<file path="src/rtl/alu_dispatch.sv">
`default_nettype none
// ============================================================================
// Module      : alu_dispatch
// Description : Queues ALU requests, issues them in order to an external
//               fixed-latency ALU, and buffers the results for a ready/valid
//               consumer. Issue is credit-gated so the result buffer always
//               has room for every in-flight result.
// Ports       : clk, rst (async, active low)
//               in_valid/in_ready, in_ir, in_a, in_b, in_c, in_imm, in_tag
//               alu_issue, alu_ir, alu_a, alu_b, alu_c, alu_imm, alu_o
//               out_valid/out_ready, out_o, out_tag, busy
// Revision    : 1.0 - initial release
// ============================================================================
module alu_dispatch #(
    parameter int IDEPTH = 4,
    parameter int ODEPTH = 4,
    parameter int LAT    = 1,
    parameter int TAGW   = 4
) (
    input  logic            clk,
    input  logic            rst,
    input  logic            in_valid,
    output logic            in_ready,
    input  logic [31:0]     in_ir,
    input  logic [31:0]     in_a,
    input  logic [31:0]     in_b,
    input  logic [31:0]     in_c,
    input  logic [31:0]     in_imm,
    input  logic [TAGW-1:0] in_tag,
    output logic [31:0]     alu_ir,
    output logic [31:0]     alu_a,
    output logic [31:0]     alu_b,
    output logic [31:0]     alu_c,
    output logic [31:0]     alu_imm,
    output logic            alu_issue,
    input  logic [31:0]     alu_o,
    output logic            out_valid,
    input  logic            out_ready,
    output logic [31:0]     out_o,
    output logic [TAGW-1:0] out_tag,
    output logic            busy
);

    localparam int c_iaw = $clog2(IDEPTH);
    localparam int c_icw = c_iaw + 1;
    localparam int c_oaw = $clog2(ODEPTH);
    localparam int c_ocw = c_oaw + 1;
    localparam int c_iew = 160 + TAGW;   // {tag, imm, c, b, a, ir}
    localparam int c_oew = 32 + TAGW;    // {tag, result}

    localparam logic [c_icw-1:0] c_idepth = c_icw'(IDEPTH);
    localparam logic [c_ocw:0]   c_odepth = (c_ocw + 1)'(ODEPTH);

    // ------------------------------------------------------------------
    // Input queue
    // ------------------------------------------------------------------
    logic [c_iew-1:0] r_iq [IDEPTH];
    logic [c_iaw-1:0] r_iwp;
    logic [c_iaw-1:0] r_irp;
    logic [c_icw-1:0] r_icount;
    logic [c_icw-1:0] w_icount_nxt;
    logic             r_in_ready;
    logic [c_iew-1:0] w_head;
    logic             w_accept;
    logic             w_issue;

    // Result side state used by the credit check
    logic [c_ocw-1:0] w_inflight;
    logic [c_ocw-1:0] r_ocount;
    logic [c_ocw:0]   w_credit_used;
    logic             w_cap;
    logic [TAGW-1:0]  w_cap_tag;

    assign w_head        = r_iq[r_irp];
    assign w_accept      = in_valid & r_in_ready;
    assign w_credit_used = {1'b0, w_inflight} + {1'b0, r_ocount};
    // Credit rule: never issue more than the result buffer can absorb.
    assign w_issue       = (r_icount != '0) & (w_credit_used < c_odepth);
    assign in_ready      = r_in_ready;

    always_comb begin
        w_icount_nxt = r_icount;
        if (w_accept && !w_issue) begin
            w_icount_nxt = r_icount + c_icw'(1);
        end else if (!w_accept && w_issue) begin
            w_icount_nxt = r_icount - c_icw'(1);
        end
    end

    // in_ready is a registered compare of the next count, so it is low
    // throughout reset and rises on the first edge after release.
    always_ff @(posedge clk or negedge rst) begin
        if (!rst) begin
            r_iwp      <= '0;
            r_irp      <= '0;
            r_icount   <= '0;
            r_in_ready <= 1'b0;
        end else begin
            if (w_accept) r_iwp <= r_iwp + c_iaw'(1);
            if (w_issue)  r_irp <= r_irp + c_iaw'(1);
            r_icount   <= w_icount_nxt;
            r_in_ready <= (w_icount_nxt < c_idepth);
        end
    end

    always_ff @(posedge clk) begin
        if (w_accept) r_iq[r_iwp] <= {in_tag, in_imm, in_c, in_b, in_a, in_ir};
    end

    // ------------------------------------------------------------------
    // ALU port: head entry shown combinationally while issuing, operand
    // values otherwise hold the last issued request.
    // ------------------------------------------------------------------
    logic [31:0] r_alu_a;
    logic [31:0] r_alu_b;
    logic [31:0] r_alu_c;
    logic [31:0] r_alu_imm;

    always_ff @(posedge clk or negedge rst) begin
        if (!rst) begin
            r_alu_a   <= '0;
            r_alu_b   <= '0;
            r_alu_c   <= '0;
            r_alu_imm <= '0;
        end else if (w_issue) begin
            r_alu_a   <= w_head[63:32];
            r_alu_b   <= w_head[95:64];
            r_alu_c   <= w_head[127:96];
            r_alu_imm <= w_head[159:128];
        end
    end

    assign alu_issue = w_issue;
    assign alu_ir    = w_issue ? w_head[31:0]    : 32'd0;
    assign alu_a     = w_issue ? w_head[63:32]   : r_alu_a;
    assign alu_b     = w_issue ? w_head[95:64]   : r_alu_b;
    assign alu_c     = w_issue ? w_head[127:96]  : r_alu_c;
    assign alu_imm   = w_issue ? w_head[159:128] : r_alu_imm;

    // ------------------------------------------------------------------
    // Latency tracking: {valid, tag} follows each issue for LAT cycles.
    // ------------------------------------------------------------------
    if (LAT == 0) begin : g_lat0
        assign w_cap      = w_issue;
        assign w_cap_tag  = w_head[c_iew-1:160];
        assign w_inflight = '0;
    end else begin : g_latn
        logic [LAT-1:0]   r_pv;
        logic [TAGW-1:0]  r_pt [LAT];
        logic [c_ocw-1:0] r_cnt;

        always_ff @(posedge clk or negedge rst) begin
            if (!rst) begin
                r_pv  <= '0;
                r_cnt <= '0;
            end else begin
                r_pv[0] <= w_issue;
                for (int i = 1; i < LAT; i++) r_pv[i] <= r_pv[i-1];
                case ({w_issue, w_cap})
                    2'b10:   r_cnt <= r_cnt + c_ocw'(1);
                    2'b01:   r_cnt <= r_cnt - c_ocw'(1);
                    default: r_cnt <= r_cnt;
                endcase
            end
        end

        always_ff @(posedge clk) begin
            r_pt[0] <= w_head[c_iew-1:160];
            for (int i = 1; i < LAT; i++) r_pt[i] <= r_pt[i-1];
        end

        assign w_cap      = r_pv[LAT-1];
        assign w_cap_tag  = r_pt[LAT-1];
        assign w_inflight = r_cnt;
    end

    // ------------------------------------------------------------------
    // Result buffer. Capture never stalls; credits guarantee space.
    // ------------------------------------------------------------------
    logic [c_oew-1:0] r_oq [ODEPTH];
    logic [c_oaw-1:0] r_owp;
    logic [c_oaw-1:0] r_orp;
    logic [c_oew-1:0] w_ohead;
    logic             w_pop;

    assign w_ohead   = r_oq[r_orp];
    assign out_valid = (r_ocount != '0);
    assign w_pop     = out_valid & out_ready;
    assign out_o     = w_ohead[31:0];
    assign out_tag   = w_ohead[c_oew-1:32];

    always_ff @(posedge clk or negedge rst) begin
        if (!rst) begin
            r_owp    <= '0;
            r_orp    <= '0;
            r_ocount <= '0;
        end else begin
            if (w_cap) r_owp <= r_owp + c_oaw'(1);
            if (w_pop) r_orp <= r_orp + c_oaw'(1);
            if (w_cap && !w_pop) begin
                r_ocount <= r_ocount + c_ocw'(1);
            end else if (!w_cap && w_pop) begin
                r_ocount <= r_ocount - c_ocw'(1);
            end
        end
    end

    always_ff @(posedge clk) begin
        if (w_cap) r_oq[r_owp] <= {w_cap_tag, alu_o};
    end

    assign busy = (r_icount != '0) | (w_inflight != '0) | (r_ocount != '0);

endmodule
`default_nettype wire

</file>
<file path="config.mk">
export PLATFORM = sky130hd
export DESIGN_NAME = alu_dispatch
export DESIGN_NICKNAME = d
export VERILOG_FILES = /design/src/rtl/alu_dispatch.sv
export SDC_FILE = /design/constraint.sdc
export NUM_CORES = 1
export LEC_CHECK = 0
export CAP_MARGIN = 10
export CORE_MARGIN = 10
export CORE_UTILIZATION = 40
export CTS_CLUSTER_SIZE = 25
export DETAILED_ROUTE_END_ITERATION = 10
export DONT_BUFFER_PORTS = 1
export PLACE_DENSITY = 0.63
export SLEW_MARGIN = 15
export SYNTH_ARGS = -nofsm -noshare
export SYNTH_HDL_FRONTEND = slang
export SYNTH_SLANG_ARGS = --single-unit
</file>
<file path="constraint.sdc">
create_clock -name clk -period 12.2 [get_ports clk]
set_input_delay 2.44 -clock clk [delete_from_list [all_inputs] [get_ports clk]]
set_output_delay 2.44 -clock clk [all_outputs]
set_load 0.005 [all_outputs]
</file>
# --- After elaboration in Yosys (flattened, before gate mapping) ---
# Memory sizes are Yosys's and may differ from the RTL's.
# Cells that the tools add are included.
totals:
  register_bits: 147
  ram_bits: 804
  n_memories: 3
mem_list:
  columns: ["name", "depth", "word_bits", "rd", "rd_ports_with_merged_regs", "write_ports", "line", "text"]
  rows:
  - ["r_iq", 4, 164, 1, 0, 1, "57", "logic [c_iew-1:0] r_iq [IDEPTH];"]
  - ["r_oq", 4, 36, 1, 0, 1, "180", "logic [c_oew-1:0] r_oq [ODEPTH];"]
  - ["g_latn.r_pt", 1, 4, 1, 0, 1, "149", "logic [TAGW-1:0] r_pt [LAT];"]
classes:
  addsub: 11
  magnitude_cmp: 2
  n_eq_ne: 2
  muxes: 14
  n_bitwise: 5
  n_reduce_logical: 13
ops:
  columns: ["op", "count"]
  rows:
  - ["two-way mux 32 bit", 5]
  - ["two-way mux 3 bit", 4]
  - ["adder 3 x 1 -> 3 bit (second input constant)", 3]
  - ["nonzero test 3 bit", 3]
  - ["subtractor 3 x 1 -> 3 bit (second input constant)", 3]
  - ["adder 2 x 1 -> 2 bit (second input constant)", 4]
  - ["one-hot mux 3 bit (2 select lines)", 1]
  - ["adder 3 x 3 -> 4 bit", 1]
  - ["logical AND 1 bit", 4]
  - ["logical NOT 1 bit", 4]
  - ["< comparator 4 x 3 -> 1 bit (second input constant)", 1]
  - ["two-way mux 1 bit", 4]
  - ["nonzero test 2 bit", 2]
  - ["bitwise AND 1 bit", 3]
  - ["< comparator 3 bit (second input constant)", 1]
  - ["== test 2 x 1 -> 1 bit (second input constant)", 1]
  - ["== test 2 bit (second input constant)", 1]
  - ["bitwise OR 1 bit", 2]

# --- Logic depth before layout (Yosys ltp) ---
logic_depth:
  depth_word: 7
  depth_mapped: 13
  depth_no_buf: 10

# --- Least setup slack after synthesis ---
# Ideal clock, no wire load.
synth_path:
  path_kind: "input -> register"
  from: "input in_valid"
  to: "memory r_iq[0][0] (netlist name), enable pin"
  arrival_ps: 6248
  t_required_ps: 11655
  path_slack_ps: 5407
  stages: 1
  n_path_buf: 0
  cell_sequence: "and3_1"
synth_via:
  elab_chain_len: 3
synth_rtl:
  columns: ["element", "line", "text"]
  rows:
  - ["start: declaration", "22", "input logic in_valid,"]
  - ["bitwise AND 1 bit", "75", "assign w_accept = in_valid & r_in_ready;"]
  - ["two-way mux 1 bit", "107", "if (w_accept) r_iq[r_iwp] <= {in_tag, in_imm, in_c, in_b, in_a, in_ir};"]
  - ["two-way mux 1 bit (not written as such)", "107", null]
  - ["end: declaration", "57", null]
# Every way passes these cells.

# --- Final worst setup path ---
layout_path:
  from: "register r_irp[0]"
  to: "output alu_c[20]"
layout_via:
  elab_chain_len: 2
layout_rtl:
  columns: ["element", "line", "text"]
  rows:
  - ["start: declaration", "59", "logic [c_iaw-1:0] r_irp;"]
  - ["start signal: assignment", "100", "if (w_issue) r_irp <= r_irp + c_iaw'(1);"]
  - ["memory read (4 x 164 bit)", null, null]
  - ["two-way mux 32 bit", "137", "assign alu_c = w_issue ? w_head[127:96] : r_alu_c;"]
  - ["end: declaration", "33", "output logic [31:0] alu_c,"]
# Every way passes these cells.

==> qor.csv <==
metric,value,unit
outcome,finished clean,
cts_setup_buffers,0,
slowest_delay,0.97,ns
hold_viol,0,
synth-warning-count,0,
die_area,0.0995,mm^2
final_cell_mix,"edfxtp_1, mux4_2, dfrtp_1",
wirelength,72700,um
cp-end-kind,output pin,
drc_errors,0,
io_pins,400,
grt.overflow.total,0,
tightest_slew,1.13,ns
clockRootBuffer,clkbuf_16,
drt-initial-drc-count,961,
path_cells,buf_4 > buf_12 > mux4_2 > mux2_2,
tns,0,ns
die_x,315,um
leakagePower,12.9,nW
port_buffers,0,
final_common_cell,edfxtp_1,
place_ws,6.01,ns
ys_ff_latch,951,
drv_cap,0,
syn_inst,1455,
syn_to_final_growth,13.0,%
dr_wl_met3,7720,um
fp-row-count,108,
cts-resized-gates,0,
clock.fmax,0.150,GHz
wire_per_inst,26.5,um
die_y,315,um
slew_violations,0,
final_core_util,45.5,%
ant_nets,0,
cts.sinks,951,
gp_congestion,0.723,
ys_types,32,
gr-usage-all-layers,14.5,%
grt_pass1_vias,15400,
crit_path_max_fanout,87,
synth_nets,1674,
max-vdd-ir-drop,0.169,mV
power,10.3,mW
syn-mean-instance-area,24.0,um^2
crit_type,reg -> out,
drive_gt1_share,31.6,%
grt_setup_unrepaired,no,
cts_hold_buf,0,
grt_pass1_wl,107000,um
crit_required,9.76,ns
arrival,4.21,ns
grt_max_degree,148,
hold_ws,0.460,ns
p_per_area,260,mW/mm^2
drt-met1-wl,26700,um
wl_met2,36500,um
yosysSeqAreaShare,79.5,%
post-dp-hpwl,44000,um
initial_utilization,40.3,%
highest_layer,met5,
finalSetupViolations,0,
clock_path_buffers,3,
hp-class,reg -> reg,
period_share,54.5,%
cts-htree-levels,3,
core_area,0.0868,mm^2
finalClockSkew,0.0339,ns
cpMaxStageDelayCell,dfrtp_4,
antenna_found_initial,3,
cts_tree,built,
period_minus_slack,6.65,ns
worst_slack,5.55,ns
fin_nets,1727,
insertion_delay,0.67,ns
clk_pin_slew_worst_paths,0.06,ns
cp-start-kind,flop,
viasPerCell,5.24,
numCtsBuffers,98,
syn_area,0.0349,mm^2
relSlewSlack,24.5,%
first_pass_iters,5,
vias,14400,
-- layout make-up --
cell class / instances / area (um^2)
repair buffers: 16 / 133
well taps: 1155 / 1450
multi-input cells: 429 / 6760
flip-flops and latches: 951 / 27800
diodes: 2 / 5.00
inverters: 12 / 45.0
clock inverters: 41 / 583
fillers: 7143 / 47300
clock buffers: 142 / 2720
-- path summary, 6_finish.rpt --
kind,end,depth (start not counted),startpoint,slack (ns)
hold / removal,r_oq[2][32],0,g_latn.r_pt[0][0],0.46
max in group asynchronous,r_irp[0],0,rst,10.40
min in group asynchronous,r_alu_c[15],0,rst,1.48
hold reg to reg,r_oq[2][32],0,g_latn.r_pt[0][0],0.46
setup / recovery,alu_c[20],4,r_irp[0],5.55
setup reg to reg,in_ready,9,r_ocount[1],8.48
-- stage by stage --
stage	std cells	cell area [um^2]
2_1_floorplan	1455	34900
3_3_place_gp	2563	36200
3_5_place_dp	2563	36200
4_1_cts	2746	39500
5_1_grt	2746	39500
6_report	2748	39500
-- per-layer routing --
metal,track usage [%],vias up
met5,0,-
met4,4.46,6
met3,7.08,110
met2,23.7,441
met1,16.6,7735
li1,-,6106
-- synthesized netlist by cell type --
library cell,n,area [um^2]
a211oi_1,1,7.51
a21oi_1,2,10.0
and2_1,4,25.0
and3_1,4,25.0
and3b_1,1,8.76
buf_1,11,41.3
buf_2,26,130
buf_4,2,15.0
buf_6,13,146
clkbuf_1,11,41.3
dfrtp_1,147,3680
dfxtp_1,4,80.1
edfxtp_1,800,24000
fa_1,2,40.0
ha_1,17,213
inv_1,12,45.0
mux2_2,129,1450
mux2i_1,1,10.0
mux4_2,200,4500
nand2_1,6,22.5
nand2b_1,1,6.26
nand3_1,4,20.0
nand4_1,1,6.26
nor2_1,3,11.3
nor2b_1,32,200
nor3_1,1,5.00
nor3b_1,1,7.51
nor4_1,1,6.26
o21ai_0,3,15.0
or3_1,1,6.26
xnor2_1,8,70.1
xor2_1,6,52.6
-- registers in the layout, indices dropped and copies added, names as in the netlist --
signal	flops
g_latn.r_cnt	3
g_latn.r_pt	4
g_latn.r_pv	1
in_ready	1
r_alu_a	32
r_alu_b	32
r_alu_c	32
r_alu_imm	32
r_icount	3
r_iq	656
r_irp	2
r_iwp	2
r_ocount	3
r_oq	144
r_orp	2
r_owp	2
-- worst max-delay path, delay by kind of cell, from the launching register on --
family | cells | cell delay (ns)
buffers and inverters | 2 | 1.31
muxes | 2 | 0.97
DFF | 1 | 0.97
-- power breakdown --
| part | switching (mW) | internal, mW |
|---|---|---|
| registers | 0.256 | 4.24 |
| clock network | 1.23 | 1.78 |
| logic | 1.52 | 1.24 |
-- cell families (layout without fill, tap and decap cells) --
| kind of cell | Yosys count | after routing | synth area share (%) |
|---|---|---|---|
| xor+xnor | 14 | 14 | 0.351 |
| fa+ha+maj | 19 | 19 | 0.724 |
| compound gates | 6 | 6 | 0.0931 |
| simple gates | 60 | 60 | 1.00 |
| buf+inv | 75 | 211 | 1.20 |
| mux | 330 | 330 | 17.1 |
| flops | 951 | 951 | 79.5 |
| other cells | 0 | 2 | 0 |
(Power assumes the default switching activity.)
